$ cat src/rtl/axi4l_pkg.sv
// Shared AXI4-Lite types for the SoC crossbar and its slaves.
package axi4l_pkg;

    typedef logic [31:0] addr_t;
    typedef logic [31:0] data_t;
    typedef logic [3:0]  strb_t;
    typedef logic [1:0]  resp_t;

    localparam resp_t RespOkay   = 2'b00;
    localparam resp_t RespSlverr = 2'b10;

endpackage

$ cat src/rtl/axi4l_if.sv
// AXI4-Lite bundle with master and slave views.
interface axi4l_if (
    input logic aclk,
    input logic aresetn
);

    axi4l_pkg::addr_t awaddr;
    logic             awvalid;
    logic             awready;
    axi4l_pkg::data_t wdata;
    axi4l_pkg::strb_t wstrb;
    logic             wvalid;
    logic             wready;
    axi4l_pkg::resp_t bresp;
    logic             bvalid;
    logic             bready;
    axi4l_pkg::addr_t araddr;
    logic             arvalid;
    logic             arready;
    axi4l_pkg::data_t rdata;
    axi4l_pkg::resp_t rresp;
    logic             rvalid;
    logic             rready;

    modport master (
        output awaddr, awvalid, wdata, wstrb, wvalid, bready, araddr, arvalid, rready,
        input  awready, wready, bresp, bvalid, arready, rdata, rresp, rvalid
    );

    modport slave (
        input  awaddr, awvalid, wdata, wstrb, wvalid, bready, araddr, arvalid, rready,
        output awready, wready, bresp, bvalid, arready, rdata, rresp, rvalid
    );

endinterface

$ cat src/rtl/axi4l_timer.sv
// AXI4-Lite RISC-V machine timer: 64-bit mtime/mtimecmp with a programmable prescaler.
module axi4l_timer
    import axi4l_pkg::*;
#(
    parameter logic [15:0] DIV_RESET = 16'd0
) (
    input  logic   aclk,
    input  logic   aresetn,
    axi4l_if.slave axis,
    output logic   irq_timer_o
);

    localparam logic [2:0] IdxMtimeLo = 3'd0;
    localparam logic [2:0] IdxMtimeHi = 3'd1;
    localparam logic [2:0] IdxCmpLo   = 3'd2;
    localparam logic [2:0] IdxCmpHi   = 3'd3;
    localparam logic [2:0] IdxDiv     = 3'd4;

    logic        aw_held_q, w_held_q, bvalid_q, rvalid_q, irq_q;
    logic [2:0]  aw_idx_q;
    data_t       wdata_q, rdata_q;
    strb_t       wstrb_q;
    resp_t       bresp_q, rresp_q;
    logic [63:0] mtime_q, mtime_d, mtimecmp_q, mtimecmp_d;
    logic [15:0] div_q, div_d, cnt_q, cnt_d;
    logic [31:0] shadow_q;

    logic        aw_hs, w_hs, ar_hs, write_fire, tick, wr_err, rd_err;
    logic [2:0]  wr_idx, rd_idx;
    data_t       wr_data, rd_data;
    strb_t       wr_strb;
    logic [31:0] div_merge;
    logic        unused_bits;

    function automatic logic [31:0] merge_bytes(logic [31:0] old_v, logic [31:0] new_v,
                                                logic [3:0] strb);
        logic [31:0] res;
        res = old_v;
        for (int b = 0; b < 4; b++) begin
            if (strb[b]) res[8*b +: 8] = new_v[8*b +: 8];
        end
        return res;
    endfunction

    assign axis.awready = !aw_held_q && !bvalid_q;
    assign axis.wready  = !w_held_q && !bvalid_q;
    assign axis.arready = !rvalid_q;
    assign axis.bvalid  = bvalid_q;
    assign axis.bresp   = bresp_q;
    assign axis.rvalid  = rvalid_q;
    assign axis.rdata   = rdata_q;
    assign axis.rresp   = rresp_q;
    assign irq_timer_o  = irq_q;

    assign aw_hs = axis.awvalid && axis.awready;
    assign w_hs  = axis.wvalid && axis.wready;
    assign ar_hs = axis.arvalid && axis.arready;

    // Commit once both halves sit in holding registers, or immediately if they arrive together.
    assign write_fire = (aw_held_q && w_held_q) || (aw_hs && w_hs);
    assign wr_idx     = aw_held_q ? aw_idx_q : axis.awaddr[4:2];
    assign wr_data    = w_held_q ? wdata_q : axis.wdata;
    assign wr_strb    = w_held_q ? wstrb_q : axis.wstrb;
    assign rd_idx     = axis.araddr[4:2];
    assign tick       = (cnt_q == div_q);
    assign div_merge  = merge_bytes({16'h0, div_q}, wr_data, wr_strb);

    assign unused_bits = ^{axis.awaddr[31:5], axis.awaddr[1:0], axis.araddr[31:5],
                           axis.araddr[1:0], div_merge[31:16]};

    // Next-state of the timer registers: tick first, then overlay any written bytes.
    always_comb begin
        mtime_d    = tick ? mtime_q + 64'd1 : mtime_q;
        mtimecmp_d = mtimecmp_q;
        div_d      = div_q;
        cnt_d      = tick ? 16'd0 : cnt_q + 16'd1;
        wr_err     = 1'b0;
        if (write_fire) begin
            case (wr_idx)
                IdxMtimeLo: mtime_d[31:0]     = merge_bytes(mtime_d[31:0], wr_data, wr_strb);
                IdxMtimeHi: mtime_d[63:32]    = merge_bytes(mtime_d[63:32], wr_data, wr_strb);
                IdxCmpLo:   mtimecmp_d[31:0]  = merge_bytes(mtimecmp_q[31:0], wr_data, wr_strb);
                IdxCmpHi:   mtimecmp_d[63:32] = merge_bytes(mtimecmp_q[63:32], wr_data, wr_strb);
                IdxDiv: begin
                    // An all-zero strobe is a no-op, so it must not disturb the prescale phase.
                    if (|wr_strb) begin
                        div_d = div_merge[15:0];
                        cnt_d = 16'd0;
                    end
                end
                default: wr_err = 1'b1;
            endcase
        end
    end

    // Read-data decode for the address presented on AR.
    always_comb begin
        rd_data = '0;
        rd_err  = 1'b0;
        case (rd_idx)
            IdxMtimeLo: rd_data = mtime_q[31:0];
            IdxMtimeHi: rd_data = shadow_q;
            IdxCmpLo:   rd_data = mtimecmp_q[31:0];
            IdxCmpHi:   rd_data = mtimecmp_q[63:32];
            IdxDiv:     rd_data = {16'h0, div_q};
            default:    rd_err  = 1'b1;
        endcase
    end

    // Timer state and the registered interrupt compare.
    always_ff @(posedge aclk or negedge aresetn) begin
        if (!aresetn) begin
            mtime_q    <= '0;
            mtimecmp_q <= '1;
            div_q      <= DIV_RESET;
            cnt_q      <= '0;
            irq_q      <= 1'b0;
        end else begin
            mtime_q    <= mtime_d;
            mtimecmp_q <= mtimecmp_d;
            div_q      <= div_d;
            cnt_q      <= cnt_d;
            irq_q      <= (mtime_q >= mtimecmp_q);
        end
    end

    // Write channel: independent AW/W capture, single outstanding response.
    always_ff @(posedge aclk or negedge aresetn) begin
        if (!aresetn) begin
            aw_held_q <= 1'b0;
            w_held_q  <= 1'b0;
            aw_idx_q  <= '0;
            wdata_q   <= '0;
            wstrb_q   <= '0;
            bvalid_q  <= 1'b0;
            bresp_q   <= RespOkay;
        end else begin
            if (bvalid_q && axis.bready) bvalid_q <= 1'b0;
            if (write_fire) begin
                aw_held_q <= 1'b0;
                w_held_q  <= 1'b0;
                bvalid_q  <= 1'b1;
                bresp_q   <= wr_err ? RespSlverr : RespOkay;
            end else begin
                if (aw_hs) begin
                    aw_held_q <= 1'b1;
                    aw_idx_q  <= axis.awaddr[4:2];
                end
                if (w_hs) begin
                    w_held_q <= 1'b1;
                    wdata_q  <= axis.wdata;
                    wstrb_q  <= axis.wstrb;
                end
            end
        end
    end

    // Read channel: registered response; an MTIME_LO read freezes the upper word for MTIME_HI.
    always_ff @(posedge aclk or negedge aresetn) begin
        if (!aresetn) begin
            rvalid_q <= 1'b0;
            rdata_q  <= '0;
            rresp_q  <= RespOkay;
            shadow_q <= '0;
        end else if (ar_hs) begin
            rvalid_q <= 1'b1;
            rdata_q  <= rd_data;
            rresp_q  <= rd_err ? RespSlverr : RespOkay;
            if (rd_idx == IdxMtimeLo) shadow_q <= mtime_q[63:32];
        end else if (rvalid_q && axis.rready) begin
            rvalid_q <= 1'b0;
        end
    end

endmodule

$ cat src/flat_wrapper.sv
// flat-port wrapper written by rule: the top's interface ports become plain ports
module axi4l_timer_flat import axi4l_pkg::*;
#(
    parameter logic [15:0] DIV_RESET = 16'd0
)
  (aclk, aresetn, irq_timer_o, axis_awaddr, axis_awvalid, axis_wdata, axis_wstrb, axis_wvalid, axis_bready, axis_araddr, axis_arvalid, axis_rready, axis_awready, axis_wready, axis_bresp, axis_bvalid, axis_arready, axis_rdata, axis_rresp, axis_rvalid);
  axi4l_if axis_i (.aclk(aclk), .aresetn(aresetn));
  input  logic aclk;
  input  logic aresetn;
  output logic irq_timer_o;
  input wire logic [$bits(axis_i.awaddr)-1:0] axis_awaddr;
  input wire logic [$bits(axis_i.awvalid)-1:0] axis_awvalid;
  input wire logic [$bits(axis_i.wdata)-1:0] axis_wdata;
  input wire logic [$bits(axis_i.wstrb)-1:0] axis_wstrb;
  input wire logic [$bits(axis_i.wvalid)-1:0] axis_wvalid;
  input wire logic [$bits(axis_i.bready)-1:0] axis_bready;
  input wire logic [$bits(axis_i.araddr)-1:0] axis_araddr;
  input wire logic [$bits(axis_i.arvalid)-1:0] axis_arvalid;
  input wire logic [$bits(axis_i.rready)-1:0] axis_rready;
  output wire logic [$bits(axis_i.awready)-1:0] axis_awready;
  output wire logic [$bits(axis_i.wready)-1:0] axis_wready;
  output wire logic [$bits(axis_i.bresp)-1:0] axis_bresp;
  output wire logic [$bits(axis_i.bvalid)-1:0] axis_bvalid;
  output wire logic [$bits(axis_i.arready)-1:0] axis_arready;
  output wire logic [$bits(axis_i.rdata)-1:0] axis_rdata;
  output wire logic [$bits(axis_i.rresp)-1:0] axis_rresp;
  output wire logic [$bits(axis_i.rvalid)-1:0] axis_rvalid;
  assign axis_i.awaddr = axis_awaddr;
  assign axis_i.awvalid = axis_awvalid;
  assign axis_i.wdata = axis_wdata;
  assign axis_i.wstrb = axis_wstrb;
  assign axis_i.wvalid = axis_wvalid;
  assign axis_i.bready = axis_bready;
  assign axis_i.araddr = axis_araddr;
  assign axis_i.arvalid = axis_arvalid;
  assign axis_i.rready = axis_rready;
  assign axis_awready = axis_i.awready;
  assign axis_wready = axis_i.wready;
  assign axis_bresp = axis_i.bresp;
  assign axis_bvalid = axis_i.bvalid;
  assign axis_arready = axis_i.arready;
  assign axis_rdata = axis_i.rdata;
  assign axis_rresp = axis_i.rresp;
  assign axis_rvalid = axis_i.rvalid;
  axi4l_timer #(.DIV_RESET(DIV_RESET)) u_core (.aclk(aclk), .aresetn(aresetn), .axis(axis_i), .irq_timer_o(irq_timer_o));
endmodule
$ cat config.mk
export PLATFORM = sky130hd
export DESIGN_NAME = axi4l_timer_flat
export DESIGN_NICKNAME = d
export VERILOG_FILES = /design/src/rtl/axi4l_pkg.sv /design/src/rtl/axi4l_if.sv /design/src/rtl/axi4l_timer.sv /design/src/flat_wrapper.sv
export SDC_FILE = /design/constraint.sdc
export NUM_CORES = 1
export LEC_CHECK = 0
export CELL_PAD_IN_SITES_DETAIL_PLACEMENT = 0
export CELL_PAD_IN_SITES_GLOBAL_PLACEMENT = 1
export CORE_MARGIN = 2
export CORE_UTILIZATION = 33
export CTS_CLUSTER_DIAMETER = 60
export DETAILED_ROUTE_END_ITERATION = 12
export GPL_ROUTABILITY_DRIVEN = 0
export PLACE_DENSITY_LB_ADDON = 0.1
export SETUP_SLACK_MARGIN = 0.1
export SYNTH_ARGS = -nofsm -noshare
export SYNTH_HDL_FRONTEND = slang
export SYNTH_SLANG_ARGS = --single-unit
export TNS_END_PERCENT = 100
$ cat constraint.sdc
create_clock -name aclk -period 2.29 [get_ports aclk]
set_input_delay 0.229 -clock aclk [delete_from_list [all_inputs] [get_ports aclk]]
set_output_delay 0.229 -clock aclk [all_outputs]
set_load 0.05 [all_outputs]
# After elaboration in Yosys (flattened, before gate mapping)
# Cells that the tools add are included.
[totals]
regBits = 272
output_inout_bits = 42
wordCells = 105
[op_classes]
n_addsub = 2
n_lt_le_gt_ge = 1
eq_ne = 9
mux = 32
n_bitwise = 1
n_reduce_logical = 36
[ops]
columns = ["op", "n"]
rows = [
  ["$pmux 32 s5", 1],
  ["$mux 64", 2],
  ["$mux 32", 3],
  ["$add 64x1->64 const B", 1],
  ["$ge 64x64->1", 1],
  ["$mux 16", 4],
  ["$mux 8", 8],
  ["$reduce_and 3->1", 8],
  ["$add 16x1->16 const B", 1],
  ["$eq 16x16->1", 1],
  ["$eq 3x2->1 const B", 4],
  ["$mux 1", 10],
  ["$reduce_or 5->1", 2],
  ["$logic_and 1x1->1", 9],
  ["$reduce_and 4->1", 2],
  ["$reduce_bool 2->1", 4],
  ["$eq 3x1->1 const B", 2],
  ["$eq 3x3->1 const B", 2],
  ["$logic_not 3->1", 2],
  ["$reduce_and 2->1", 3],
  ["$logic_not 1->1", 4],
  ["$mux 2", 2],
  ["$mux 4", 1],
  ["$reduce_or 4->1", 1],
  ["other kinds (3)", 3],
]

# Logic depth before layout (Yosys ltp)
# Gate-level depths: netlist of the first run.
[depth]
ltp_word = 7
mapped_depth = 10

# Worst setup path before layout of the first run
# OpenSTA, ideal clock, no wires.
[synth_timing]
kind = "register to register"
from = "register u_core.bvalid_q (netlist: u_core.axis.bvalid)"
to = "register u_core.div_q[0]"
setup_ns = 0.125
t_arrival_ns = 2.129
t_required_ns = 2.165
path_slack_ns = 0.036
stages_incl_launch_ff = 9
n_path_buf = 1
synth_period_minus_slack_ns = 2.254
cell_sequence = "dfrtp_1 > nor3b_2 > nand2_1 > nor2_2 > a21oi_2 > or3_1 > buf_2 > nor2_1 > mux2_2"
[synth_between]
elab_chain_cells = 6
word_cells_on_any_way = 8
cone_classes = "reduce/logical: 8"
[synth_lines]
columns = ["item", "line", "source"]
rows = [
  ["start: declaration", "axi4l_timer.sv:19", "logic aw_held_q, w_held_q, bvalid_q, rvalid_q, irq_q;"],
  ["start signal: assignment", "axi4l_timer.sv:135", "bvalid_q <= 1'b0;"],
  ["start signal: assignment", "axi4l_timer.sv:138", "if (bvalid_q && axis.bready) bvalid_q <= 1'b0;"],
  ["start signal: assignment", "axi4l_timer.sv:142", "bvalid_q <= 1'b1;"],
  ["$logic_not 1->1 *", "axi4l_timer.sv:45, axi4l_timer.sv:46", ""],
  ["$logic_and 1x1->1 (on tied branches)", "axi4l_timer.sv:45, axi4l_timer.sv:46", ""],
  ["$logic_and 1x1->1 (on tied branches)", "axi4l_timer.sv:55, axi4l_timer.sv:56", ""],
  ["$logic_and 1x1->1 *", "axi4l_timer.sv:60", "assign write_fire = (aw_held_q && w_held_q) || (aw_hs && w_hs);"],
  ["$logic_or 1x1->1 *", "axi4l_timer.sv:60", ""],
  ["$reduce_and 4->1 (no line) *", "--", ""],
  ["end signal: assignment", "axi4l_timer.sv:121", "div_q <= div_d;"],
  ["end: declaration", "axi4l_timer.sv:25", "logic [15:0] div_q, div_d, cnt_q, cnt_d;"],
]
# Mark *: on every way between the ends. The rest lies on a longest branch, timed or not.
# A chain may end at the register's enable or synchronous reset.

# Worst setup path after layout of the first run
[layout_timing]
from = "register u_core.cnt_q[12]"
to = "register u_core.mtime_q[63]"
[layout_between]
elab_chain_cells = 5
[layout_lines]
columns = ["item", "line", "source"]
rows = [
  ["start: declaration", "axi4l_timer.sv:25", ""],
  ["start signal: assignment", "axi4l_timer.sv:122", "cnt_q <= cnt_d;"],
  ["$eq 16x16->1 *", "axi4l_timer.sv:65", "assign tick = (cnt_q == div_q);"],
  ["$mux 64 *", "axi4l_timer.sv:73", "mtime_d = tick ? mtime_q + 64'd1 : mtime_q;"],
  ["$mux 8", "axi4l_timer.sv:40", "if (strb[b]) res[8*b +: 8] = new_v[8*b +: 8];"],
  ["$mux 32", "axi4l_timer.sv:79", "case (wr_idx)"],
  ["$mux 64 *", "axi4l_timer.sv:78", "if (write_fire) begin"],
  ["via u_core.mtime_d[63]", "axi4l_timer.sv:24", "logic [63:0] mtime_q, mtime_d, mtimecmp_q, mtimecmp_d;"],
  ["end signal: assignment", "axi4l_timer.sv:119", "mtime_q <= mtime_d;"],
  ["end: declaration", "axi4l_timer.sv:24", ""],
]
# Mark *: on every way through the listed nets, which the timed path passes. The rest lies on a longest branch.

==> results of run 1 <==
==> how the worst min path moves through the flow <==
stage	slack, ns	from	to
after floorplan	-0.07	aresetn	u_core.aw_held_q$_DFFE_PN0P_
after global placement	0.18	aresetn	u_core.wdata_q[3]$_DFFE_PN0P_
after detailed placement	0.18	aresetn	u_core.wdata_q[3]$_DFFE_PN0P_
after CTS	0.19	aresetn	u_core.wdata_q[3]$_DFFE_PN0P_
after global routing	0.23	aresetn	u_core.wdata_q[3]$_DFFE_PN0P_
final	0.20	aresetn	u_core.wdata_q[0]$_DFFE_PN0P_
==> cell usage in the layout (no fill, tap or decap), drive strengths merged, types with 16 or more instances in the layout <==
cell type,n
mux2i,164
buf,185
clkdlybuf4s50,85
clkbuf,57
a22o,16
a21o,16
ha,66
nand3,36
o21ai,99
nand4,32
dfstp,64
a221oi,33
nor2,63
nand2,122
xor2,35
dfrtp,206
xnor2,57
inv,82
a21oi,28
nor3,27
mux2,69
and3,19
==> stage by stage <==
step           hold slack [ns]  utilization [%]
6_report                 0.201             44.4
5_1_grt                  0.229             44.4
3_3_place_gp             0.182             40.0
2_1_floorplan          -0.0666                -
4_1_cts                  0.189             43.7
3_5_place_dp             0.181             40.0
==> cells by family after synthesis <==
logic type                 synth area share, %
DFF                                       46.3
xor gates and xnor gates                  5.46
AOI/OAI and AO/OA                         9.46
and+or+nand+nor                           12.8
other                                   0.0254
muxes                                     16.4
buffers and inverters                     3.99
adders and majority gates                 5.59
==> cells in the mapped netlist (4+ instances only) <==
cell,n
nor3_2,11
buf_1,5
nand3_1,36
and3_1,15
a221oi_1,33
and2_1,4
xnor2_1,57
ha_1,66
xor2_1,35
mux2_2,68
inv_1,82
or2_2,4
a21o_1,16
nand2b_1,4
nor2_4,12
nor3_1,13
dfrtp_1,206
buf_2,16
nor2_2,12
nor2_1,38
mux2i_1,163
nand4_1,27
o21ai_0,99
a22o_1,16
nand2_1,122
clkbuf_1,26
nor4_1,5
dfstp_2,64
o31ai_1,14
a21oi_1,27
==> cell type report <==
cell class | count | area (µm²)
Multi-Input combinational cell | 945 | 7740
Fill cell | 4199 | 24600
Clock inverter | 15 | 161
Inverter | 82 | 308
Tap cell | 592 | 741
Clock buffer | 57 | 1170
Sequential cell | 270 | 6840
Timing Repair Buffer | 272 | 2670
==> metal layers <==
| layer | track usage, % | up-vias | routed length [µm] |
|---|---|---|---|
| met3 | 2.55 | 59 | 1100 |
| met5 | 0 | - | 0 |
| met2 | 33.3 | 136 | 21600 |
| li1 | - | 5336 | - |
| met4 | 5.91 | 0 | 1060 |
| met1 | 27.1 | 5539 | 21500 |
==> worst register-to-register path: stages (launching register included) <==
cell and delay [ns]:
dfrtp_1 0.40, xnor2_2 0.18, buf_4 0.15, nand4_1 0.10, buf_6 0.15, nor3_4 0.15
buf_6 0.14, nand4_1 0.10, buf_4 0.18, buf_12 0.15, nor3_4 0.18, xnor2_1 0.14
mux2i_1 0.08
==> power by group <==
part / internal, mW / total (mW) / switching [mW]
Combinational: 5.19 / 11.6 / 6.42
Sequential: 7.17 / 8.72 / 1.55
Clock: 3.87 / 6.21 / 2.34
==> flip-flops by register name, summed over array words and instances, names as in the netlist <==
| name | cells |
|---|---|
| u_core.axis.rresp | 1 |
| u_core.aw_idx_q | 3 |
| u_core.shadow_q | 32 |
| u_core.irq_timer_o | 1 |
| u_core.wstrb_q | 4 |
| u_core.axis.rvalid | 1 |
| u_core.div_q | 16 |
| u_core.mtimecmp_q | 64 |
| u_core.axis.rdata | 32 |
| u_core.axis.bresp | 1 |
| u_core.mtime_q | 64 |
| u_core.cnt_q | 16 |
| u_core.aw_held_q | 1 |
| u_core.w_held_q | 1 |
| u_core.wdata_q | 32 |
| u_core.axis.bvalid | 1 |
==> repair_timing <==
| action | in CTS | in global routing |
|---|---|---|
| buffers inserted | 10 | 8 |
| setup endpoints to repair | 56 | 123 |
| cloned | 2 | 0 |
| hold endpoints to repair | 60 | 0 |
| hold buffers | 1 | 0 |
| pin swaps | 20 | 36 |
| gates resized for setup | 51 | 48 |
==> qor.txt, run 1 <==
Status: finished, final reports clean
TritonCTS buffer count: 40
Worst r2r src: u_core.cnt_q[12]$_DFF_PN0_
CP delay by family, top: buffers and inverters
#FFs+latches synth: 270
R2R Setup Slk: 0.03 ns
Avg WL per Cell: 20.3 µm
Max Buffers Root-to-Sink: 3
Post-synth EDFFs: 0
Distinct cell type count after synthesis: 66
Max Fanout on Critical Path: 5
Drt drc: 0
Placed Cells: 2141
Slowest-stage cell, CP: dfrtp_1
Share of layout cells above drive strength 1: 30.3%
Post-DP HPWL: 32500 µm
Worst r2r path cells: 12
CTS Sinks: 270
Pin slew with the least headroom to its limit: 0.940 ns
Layout Nets: 1784
Max_cap viols: 0
Vias in the first global route: 11800
Worst setup margin: 0.0275 ns
Die footprint: 46500 µm²
Crit end category: flop
Final setup vio count: 0
FF-to-FF End: u_core.mtime_q[63]$_DFF_PN0_
Critical path buffer and inverter count: 5
Fin Setup TNS: 0 ns
Pre-antenna DRT Iters: 5
Final instance area: 19600 µm²
Die W: 216 µm
Layout area overhead: 32.8%
Total gr overflow: 0
Via-per-instance ratio: 4.96
Chip height: 216 µm
Stages on the worst setup path: 12
CTS H-Tree Depth: 2
Syn Inst Count: 1351
Cell area power density: 1350 nW/µm²
Placed cell area: 17700 µm²
Sequential area share after synthesis: 46.3%
Number of top-level pins: 149
Core area: 44200 µm²
Worst setup path class: reg -> reg
Ys async rst share: 100%
P_leak: 8.23 nW
Total GRT Usage: 20.0%
RSZ-0062 raised after global routing: yes
Crit path launch: u_core.cnt_q[12]$_DFF_PN0_
Startpoint Class: flop
Clock Latency Late Sink: 0.56 ns
Most area-hungry cell type in the Yosys netlist: dfrtp_1
Antenna viol nets, final: 0
Cell row count: 77
Fin crit share: 98.8%
Pin count of the biggest net entering global routing: 72
Antenna fix cells: 0
Clk_skew: 0.0158 ns
Primary FF master, synth: dfrtp_1
Worst Setup EP: u_core.mtime_q[63]$_DFF_PN0_
CTS tree: built
Share of the synthesized area in the top cell type: 34.9%
Overall power: 26.6 mW
Via count: 11100
Worst VDD drop: 0.000488 V
Fmax: 442 MHz
Initial Util: 33.4%
CP arrival: 2.66 ns
CP peak stage delay: 0.40 ns
Clock-pin slew on the worst setup and hold paths: 0.05 ns
First-pass GRT wire length: 71000 µm
Pre-CTS setup slack: -0.208 ns
Initial antenna violation count: 0
IO buf count: 88
Req. time, crit path: 2.68 ns
Area of the mapped netlist: 14800 µm²
Min Clock Period, post-route: 2.26 ns
Hold Crit Class: in -> async
Finished Layout Cells: 2233
Synth Warn #: 0
Synth Area per Inst: 10.9 µm²
Clock root cell: clkbuf_16
Relative slew slack: 37.1%
Largest cells by area after synthesis: dfrtp_1, dfstp_2, mux2i_1, ha_1, mux2_2
Critical path, cell by cell: xnor2_2, buf_4, nand4_1, buf_6, nor3_4, buf_6, nand4_1, buf_4, buf_12, nor3_4, xnor2_1, mux2i_1
Final Hold Vio Count: 0
Final Max Slew Viols: 0
Post-Route WL: 45300 µm
Detailed router's first-iteration violation count: 503
(Power assumes the default switching activity.)
==> inputs of run 2 (changes only) <==
Settings changed: CTS_CLUSTER_DIAMETER 60 to not set, GPL_ROUTABILITY_DRIVEN 0 to not set, MAX_ROUTING_LAYER set to met4.
==> run 2 against run 1 <==
Highest routed layer unchanged. Utilization is 0.28 points lower. Clock power fell by 9.5%. Global-route usage increased by 0.53 points. First-iteration DRC count increased by 1.8%. Register-to-register slack gained 0.02 ns. Clock skew rose by 0.0079 ns. Flip-flop and latch count unchanged. Clock-buffer cell count grew 5.
==> qor.txt, run 2 (synthesized netlist as in run 1, its figures left out) <==
Post-Route WL: 45300 µm (about the same)
Cell row count: 77 (unchanged)
Number of top-level pins: 149 (unchanged)
Hold slack: 0.199 ns (-0.00194 ns)
Commonest non-fill, non-tap cell in the layout: dfrtp_1
Post-DP HPWL: 32500 µm (unchanged)
Req. time, crit path: 2.68 ns (about the same)
RSZ-0062 raised after global routing: yes
Layout Nets: 1780 (-0.22%)
Final instance area: 19500 µm² (-0.63%)
Layout area overhead: 32.0%
Placed cell area: 17700 µm² (unchanged)
Core area: 44200 µm² (unchanged)
Initial Util: 33.4% (unchanged)
Worst setup path class: reg -> reg
Final setup vio count: 0 (unchanged)
Chip height: 216 µm (unchanged)
Grt peak-use layer: met2
Drt drc: 0 (unchanged)
IO buf count: 88 (unchanged)
Fin crit share: 97.9% (-0.94 points)
Final Hold Vio Count: 0 (unchanged)
Final Max Slew Viols: 0 (unchanged)
Antenna viol nets, final: 0 (unchanged)
Detailed router's first-iteration violation count: 512 (+1.8%)
TritonCTS buffer count: 36 (-10%)
Max Fanout on Critical Path: 5 (unchanged)
Startpoint Class: flop
CTS H-Tree Depth: 2 (unchanged)
Via-per-instance ratio: 4.99 (+0.62%)
Commonest cells after routing, fill and taps aside: dfrtp_1, mux2i_1, buf_4
Clock Latency Late Sink: 0.55 ns (about the same)
Max Buffers Root-to-Sink: 3 (unchanged)
Total GRT Usage: 20.5% (+0.53 points)
Met2 GRT Util: 33.3% (about the same)
Relative slew slack: 37.5% (+0.42 points)
First-pass GRT wire length: 70600 µm (-0.54%)
R2R Setup Slk: 0.05 ns (+0.02 ns)
Hold Crit Class: in -> async
Min Clock Period, post-route: 2.24 ns (-0.0216 ns)
Antenna fix cells: 0 (unchanged)
Clk_skew: 0.0238 ns (+0.00795 ns)
M1 GR Usage: 27.1% (about the same)
Fmax: 446 MHz (+0.97%)
Share of layout cells above drive strength 1: 29.9% (-0.46 points)
Crit end category: flop
Clock-pin slew on the worst setup and hold paths: 0.06 ns (about the same)
Worst setup margin: 0.0491 ns (+0.0216 ns)
Vias in the first global route: 11700 (-0.68%)
Via count: 11100 (+0.26%)
Overall power: 26.1 mW (-1.6%)
Pin slew with the least headroom to its limit: 0.933 ns (-0.00620 ns)
Cell area power density: 1340 nW/µm² (-1.0%)
Clock root cell: clkbuf_16
Die footprint: 46500 µm² (unchanged)
Die W: 216 µm (unchanged)
Gpl congestion: 0.797
Pre-CTS setup slack: -0.208 ns (unchanged)
Status: finished, final reports clean
Avg WL per Cell: 20.3 µm (+0.37%)
CTS tree: built
Pin count of the biggest net entering global routing: 72 (unchanged)
Largest regs: u_core.mtime_q x64, u_core.mtimecmp_q x64
Initial antenna violation count: 0 (unchanged)
Total gr overflow: 0 (unchanged)
Max_cap viols: 0 (unchanged)
CTS Sinks: 270 (unchanged)
P_leak: 8.16 nW (-0.95%)
Pre-antenna DRT Iters: 5 (unchanged)
CP arrival: 2.63 ns (-0.03 ns)
Met3 GRT Util: 2.48% (-0.070 points)
Worst VDD drop: 0.000534 V (+9.5%)
-- run 2: changes by cell type in the layout (fill, tap and decap cells not counted), moves of 3 or more --
cell        delta
clkbuf_1       +6
clkinvlp_4     -3
clkbuf_16      -4
clkinv_2       -7
clkbuf_8       +3
-- run 2: worst max-delay path, stage by stage (launching register included) --
cell and delay (ns):
dfrtp_1 0.40, xnor2_2 0.18, buf_4 0.15, nand4_1 0.10, buf_6 0.15, nor3_4 0.15, buf_6 0.14, nand4_1 0.10
buf_4 0.18, buf_12 0.15, nor3_4 0.16, xnor2_1 0.14, mux2i_1 0.08
-- run 2: path summary, 6_finish.rpt --
path,start,endpoint,depth (start not counted)
worst max-delay path,u_core.cnt_q[12]$_DFF_PN0_,u_core.mtime_q[63]$_DFF_PN0_,12
worst min-delay path,aresetn,u_core.wdata_q[1]$_DFFE_PN0P_,2
worst max register to register,u_core.cnt_q[12]$_DFF_PN0_,u_core.mtime_q[63]$_DFF_PN0_,12
worst min register to register,u_core.shadow_q[12]$_DFFE_PN0P_,u_core.shadow_q[12]$_DFFE_PN0P_,2
max in group asynchronous,aresetn,u_core.mtimecmp_q[20]$_DFFE_PN1P_,3
min in group aclk,axis_bready,u_core.axis.bvalid$_DFFE_PN0P_,2
-- run 2: routing by layer --
layer | vias up | routed length [µm]
met2 | 152 | 21600
met3 | 57 | 1280
met4 | 0 | 886
li1 | 5325 | -
met5 | - | 0
met1 | 5565 | 21500
-- run 2: report_power, final --
group	leakage [nW]	internal, mW	switching (mW)
clock network	0.570	3.44	2.18
logic	4.52	5.28	6.49
registers	3.07	7.17	1.56
total	8.16	15.9	10.2
-- run 2: per-stage QoR --
stage | std cells | TNS, ns | utilization [%]
6_report | 2225 | 0 | 44.1
5_1_grt | 2225 | -0.335 | 44.1
4_1_cts | 2217 | 0 | 43.3
3_5_place_dp | 2141 | -10.30 | 40.0
3_3_place_gp | 2141 | -8.42 | 40.0
2_1_floorplan | 1352 | 0 | -
-- run 2: final cells by class --
cell class	instances	area [µm²]
inverter	82	308
clock buffer	62	1130
sequential	270	6840
multi-input combinational	945	7780
tap	592	741
clock inverter	2	35.0
fill	4216	24700
timing repair buffer	272	2660
-- run 2: timing repair --
item,CTS,global route
resized for setup,42,66
endpoints found under the hold margin,64,0
setup endpoints to repair,56,119
pin swaps,21,42
buffers inserted,9,10
hold buffers,1,0
cloned,2,0
==> inputs of run 3 (changes only) <==
Settings changed: CORE_UTILIZATION 33 to 46.
==> run 3 against run 2 <==
Critical path depth shrank 1. Clock skew shrank 0.012 ns. Power shrank 2.6%. Register-to-register slack gained 0.02 ns. Routed wire length shrank 12%. Clock-buffer cell count shrank 4. Sequential power is essentially flat. Global-route usage grew 4.4 points. Non-clock buffer count shrank 33. Die area shrank 28%.
==> qor.txt, run 3 (synthesized netlist as in run 1, its figures left out) <==
Cell area power density: 1340 nW/µm² (about the same)
R2R Setup Slk: 0.07 ns (+0.02 ns)
Finished Layout Cells: 1999 (-10%)
Fmax: 450 MHz (+0.80%)
Placed cell area: 17200 µm² (-2.8%)
Worst VDD drop: 0.000765 V (+43%)
Antenna viol nets, final: 0 (unchanged)
Die footprint: 33600 µm² (-28%)
Layout Nets: 1745 (-2.0%)
RSZ-0062 raised after global routing: yes
CTS H-Tree Depth: 2 (unchanged)
Post-DP HPWL: 28600 µm (-12%)
Hold Crit Class: in -> async
Post-Route WL: 39800 µm (-12%)
Total gr overflow: 0 (unchanged)
Cell row count: 65 (-16%)
Share of layout cells above drive strength 1: 28.6% (-1.3 points)
Req. time, crit path: 2.65 ns (-0.03 ns)
Via-per-instance ratio: 5.48 (+9.9%)
IO buf count: 88 (unchanged)
Final Hold Vio Count: 0 (unchanged)
Critical path, cell by cell: xnor2_1, buf_4, nand4_1, buf_4, nor3_4, buf_6, nand4_4, buf_12, and2b_2, xnor2_2, mux2i_1
Core area: 31600 µm² (-29%)
Crit end category: flop
Chip height: 183 µm (-15%)
Die W: 183 µm (-15%)
Vias in the first global route: 11300 (-3.8%)
Initial antenna violation count: 1 (+1)
Met3 GRT Util: 2.94% (+0.46 points)
CTS tree: built
Fin crit share: 97.1% (-0.78 points)
Final instance area: 19000 µm² (-2.6%)
Max_cap viols: 0 (unchanged)
M1 GR Usage: 34.5% (+7.4 points)
Total GRT Usage: 24.8% (+4.4 points)
Commonest cells after routing, fill and taps aside: dfrtp_1, mux2i_1, nand2_1
Initial Util: 46.8% (+13 points)
Final setup vio count: 0 (unchanged)
Met2 GRT Util: 39.9% (+6.6 points)
Most used cell, CP: buf_4
Clk_skew: 0.0122 ns (-0.0116 ns)
Slowest-stage cell, CP: dfrtp_1
Pin slew with the least headroom to its limit: 0.618 ns (-0.315 ns)
Grt peak-use layer: met2
Final Max Slew Viols: 0 (unchanged)
Clock root cell: clkbuf_16
Max Buffers Root-to-Sink: 3 (unchanged)
Placed Cells: 1918 (-10%)
Number of top-level pins: 149 (unchanged)
Pin count of the biggest net entering global routing: 64 (-11%)
Layout area overhead: 28.5%
Max Fanout on Critical Path: 9 (+4)
Gpl congestion: 0.845 (+6.0%)
Detailed router's first-iteration violation count: 565 (+10%)
Via count: 11000 (-1.2%)
CP arrival: 2.58 ns (-0.05 ns)
Clock-pin slew on the worst setup and hold paths: 0.06 ns (about the same)
Startpoint Class: flop
Worst Setup EP: u_core.mtime_q[52]$_DFF_PN0_
Hold slack: 0.238 ns (+0.0384 ns)
Min Clock Period, post-route: 2.22 ns (-0.0179 ns)
Worst setup path class: reg -> reg
CP peak stage delay: 0.39 ns (about the same)
Worst r2r src: u_core.cnt_q[12]$_DFF_PN0_
Status: finished, final reports clean
P_leak: 7.99 nW (-2.0%)
Largest regs: u_core.mtime_q x64, u_core.mtimecmp_q x64
Fill cell count: 2671 (-37%)
Commonest non-fill, non-tap cell in the layout: dfrtp_1
CTS Sinks: 270 (unchanged)
FF-to-FF End: u_core.mtime_q[52]$_DFF_PN0_
Drt drc: 0 (unchanged)
Clock Latency Late Sink: 0.51 ns (-0.04 ns)
Worst r2r path cells: 11 (-1)
Crit path launch: u_core.cnt_q[12]$_DFF_PN0_
TritonCTS buffer count: 34 (-5.6%)
Pre-antenna DRT Iters: 5 (unchanged)
Avg WL per Cell: 19.9 µm (-2.2%)
Relative slew slack: 57.6% (+20 points)
First-pass GRT wire length: 63300 µm (-10%)
## run 3: repair_timing
item                       CTS  global route
hold buffers                 1             0
gates cloned                 0             2
setup endpoints to repair   51           116
hold endpoints to repair    48             0
buffers inserted             4            13
gates resized for setup     21            92
pin swaps                    3            54
## run 3: per-layer routing
metal,wire length (µm),vias up
met3,1270,48
li1,-,5253
met5,0,-
met4,528,0
met2,19100,163
met1,18900,5497
## run 3: critical path: cells and delay by family, from the launching register on
kind / cells / cell delay (ns)
multiplexers: 1 / 0.08
AND/OR/NAND/NOR: 4 / 0.62
flip-flops: 1 / 0.39
buffers and inverters: 4 / 0.68
XOR/XNOR: 2 / 0.30
## run 3: worst min-delay path by stage
stage / startpoint / to / slack, ns
3_3_place_gp: aresetn / u_core.axis.rdata[3]$_DFFE_PN0P_ / 0.18
2_1_floorplan: aresetn / u_core.aw_held_q$_DFFE_PN0P_ / -0.07
4_1_cts: aresetn / u_core.axis.rdata[1]$_DFFE_PN0P_ / 0.24
5_1_grt: aresetn / u_core.axis.rdata[1]$_DFFE_PN0P_ / 0.27
6_report: aresetn / u_core.axis.rdata[1]$_DFFE_PN0P_ / 0.24
3_5_place_dp: aresetn / u_core.axis.rdata[1]$_DFFE_PN0P_ / 0.19
## run 3: stage by stage
step	setup slack, ns	power (mW)	util, %	TNS (ns)
after global placement	-0.0551	19.1	54.4	-0.168
final	0.0670	25.4	60.2	0
after floorplan	0.131	15.5	-	0
after CTS	0.0128	25.0	58.3	0
after global routing	-0.0624	27.2	60.2	-0.274
after detailed placement	-0.0923	19.4	54.4	-0.919
## run 3: layout make-up
class | instances | area (µm²) | share of cell area (%)
flip-flops and latches | 270 | 6840 | 36.0
repair buffers | 239 | 2430 | 12.8
inverters | 82 | 308 | 1.62
clock buffers | 58 | 1080 | 5.71
well taps | 402 | 503 | 2.65
multi-input cells | 945 | 7780 | 41.0
clock inverters | 2 | 37.5 | 0.198
diodes | 1 | 2.50 | 0.0132
## run 3: where the power goes
part | internal, mW | switching (mW)
combinational | 5.05 | 6.26
sequential | 7.17 | 1.59
clock | 3.32 | 2.05
total | 15.5 | 9.90
==> variant (flow settings as in run 1) <==
Register the output `irq_timer_o` once more, with the module's reset; this adds one clock of latency there. The other outputs are not delayed to match.
--- a/src/rtl/axi4l_timer.sv
+++ b/src/rtl/axi4l_timer.sv
@@ -51,5 +51,11 @@
     assign axis.rdata   = rdata_q;
     assign axis.rresp   = rresp_q;
-    assign irq_timer_o  = irq_q;
+    always_ff @(posedge aclk or negedge aresetn) begin
+        if (!aresetn) begin
+            irq_timer_o <= '0;
+        end else begin
+            irq_timer_o <= irq_q;
+        end
+    end
 
     assign aw_hs = axis.awvalid && axis.awready;
Check against the original RTL: not equivalent (Yosys sat finds a counterexample within 10 cycles, from zero or initial values and one cycle with aresetn low).
==> variant against run 1 <==
  * The flow now finishes with violations (setup timing)
  * Cell count up 11%
  * Die area up 0.61%
  * Total power up 3.9%
  * Critical path depth down 6
  * Wire length up 13%
  * Sequential cell count up 1
  * Cell area up 4.4%
  * Area after synthesis up 0.63%
  * Global-route usage up 2.1 points
  * Non-clock buffer count up 108
  * Setup slack worse by 0.26 ns
==> variant: results (changes against run 1) <==
metric,value,unit,change
worst_path_max_delay_cell,or4_4,,
netlist_top_cells_area,"dfrtp_1 (35%), dfstp_2 (11%), mux2_2 (6.1%)",,
dp_hpwl,38100,µm,+17%
grt_pass1_wl,78600,µm,+11%
place_area,18500,µm²,+5.0%
setup_ws,-0.231,ns,-0.259 ns
grt_pass1_vias,12800,,+8.4%
port_buffers,88,,unchanged
clk_latency,0.55,ns,
clk_pin_slew,0.05,ns,about the same
wl_per_cell,20.6,µm,+1.5%
num_vias,12800,,+16%
ctsRootBufferMaster,clkbuf_16,,
setup_viol,13,,+13
drive_gt1_share,30.8,%,+0.50 points
worst_pin_slew,0.974,ns,+0.0346 ns
h-tree-depth,2,,unchanged
grt_max_degree,73,,+1.4%
worstPathMaxFanout,2,,-3
pre_cts_ws,-0.342,ns,-0.134 ns
numCtsBuffers,37,,-7.5%
first_iter_violations,717,,+43%
drc_errors,0,,unchanged
hp-class,in -> reg,,
violations,setup timing,,
syn_area_per_cell,9.85,µm²,-9.9%
synthDistinctLibCells,63,,-4.5%
leakagePower,0.00860,µW,+4.4%
cts_max_path_buffers,3,,unchanged
ir_drop,0.769,mV,+58%
antenna_found_initial,0,,unchanged
ys_async_sr_fraction,100,%,unchanged
hold_end,u_core.axis.rvalid,,
fin_worst_skew,0.0212,ns,+0.00540 ns
critical_path_arrival,2.93,ns,+0.27 ns
reg2reg_depth,6,,-6
status,"complete, but fails checks",,
grt_usage,22.0,%,+2.1 points
critical-path-top-delay-family,simple AND/OR/NAND/NOR gates,,
yosysWarnings,0,,unchanged
ys_top_cells_by_count,"dfrtp_1 (207), nand2_1 (139), nor2_1 (126)",,
nNetsFinal,2034,,+14%
min_from,axis_rready,,
diodes,0,,unchanged
min_path_cells,2,,
first_pass_iters,6,,+1
regToRegEndpoint,u_core.mtime_q[53],,
critPathLaunch,u_core.mtime_q[18],,
slowest_delay,0.65,ns,+0.25 ns
viasPerCell,5.16,,+4.0%
yosysSeqAreaShare,46.2,%,-0.12 points
top_regs,"u_core.mtime_q (64), u_core.mtimecmp_q (64)",,
dp.cells,2398,,+12%
-- variant: changes by cell type after synthesis, sizes merged, moves of 17 or more --
cell	before	now
nor2	63	126
or3	1	18
nor4	7	26
mux2i	164	90
clkbuf	27	58
buf	28	10
a21oi	28	81
nand2	122	139
-- variant: worst register-to-register path: cells and delay by family, from the launching register on --
| kind | cells | cell delay [ns] |
|---|---|---|
| simple gates | 5 | 1.74 |
| flops | 1 | 0.36 |
| compound gates | 1 | 0.29 |
-- variant: logic make-up (layout without fill, tap and decap cells) --
logic type      after synthesis  in the layout  share of synthesized area, %
buf+inv                     151            531                          3.88
other cells                   1              2                        0.0252
compound gates              301            301                          12.8
xor+xnor                     65             65                          3.83
fa+ha+maj                    66             66                          5.56
simple gates                484            484                          15.7
mux                         170            170                          12.1
flops                       271            271                          46.2
-- variant: layout make-up --
class / instances / area, µm²
fillers: 4322 / 23800
multi-input cells: 1088 / 7940
flip-flops and latches: 271 / 6870
repair buffers: 380 / 3310
clock buffers: 53 / 1060
well taps: 592 / 741
inverters: 83 / 312
clock inverters: 15 / 241
-- variant: where the power goes --
part	internal (µW)	total [µW]	switching [µW]	leakage [µW]
combinational	5940	12800	6910	0.00484
sequential	7100	8570	1460	0.00313
clock	3910	6180	2270	0.000634
-- variant: per-layer routing --
layer,vias up,track usage (%),routed length (µm)
met2,262,33.0,22000
li1,6129,-,-
met1,6335,33.7,26000
met5,-,0,0
met4,0,5.14,916
met3,72,2.50,2080
-- variant: metrics by stage --
step	hold slack, ns	setup TNS [ns]
3_3_place_gp	0.271	-7.22
4_1_cts	0.232	-1.43
3_5_place_dp	0.270	-6.54
2_1_floorplan	-0.0666	-0.990
6_report	0.251	-1.85
5_1_grt	0.252	-3.45
-- variant: what timing repair did --
item | 4_1_cts | 5_1_grt
hold endpoints to repair | 47 | 0
hold buffers | 1 | 0
gates cloned | 0 | 1
pin swaps | 24 | 10
buffers inserted | 14 | 0
setup endpoints to repair | 54 | 65
resized for setup | 64 | 35
-- variant: how the worst max path moves through the flow --
stage / to / slack (ns) / cells past startpoint
2_1_floorplan: u_core.mtime_q[53] / -0.21 / 7
4_1_cts: u_core.mtime_q[53] / -0.18 / 7
5_1_grt: u_core.mtime_q[54] / -0.25 / 8
3_5_place_dp: u_core.mtime_q[61] / -0.34 / 7
6_report: u_core.mtime_q[53] / -0.23 / 6
3_3_place_gp: u_core.mtime_q[62] / -0.35 / 9
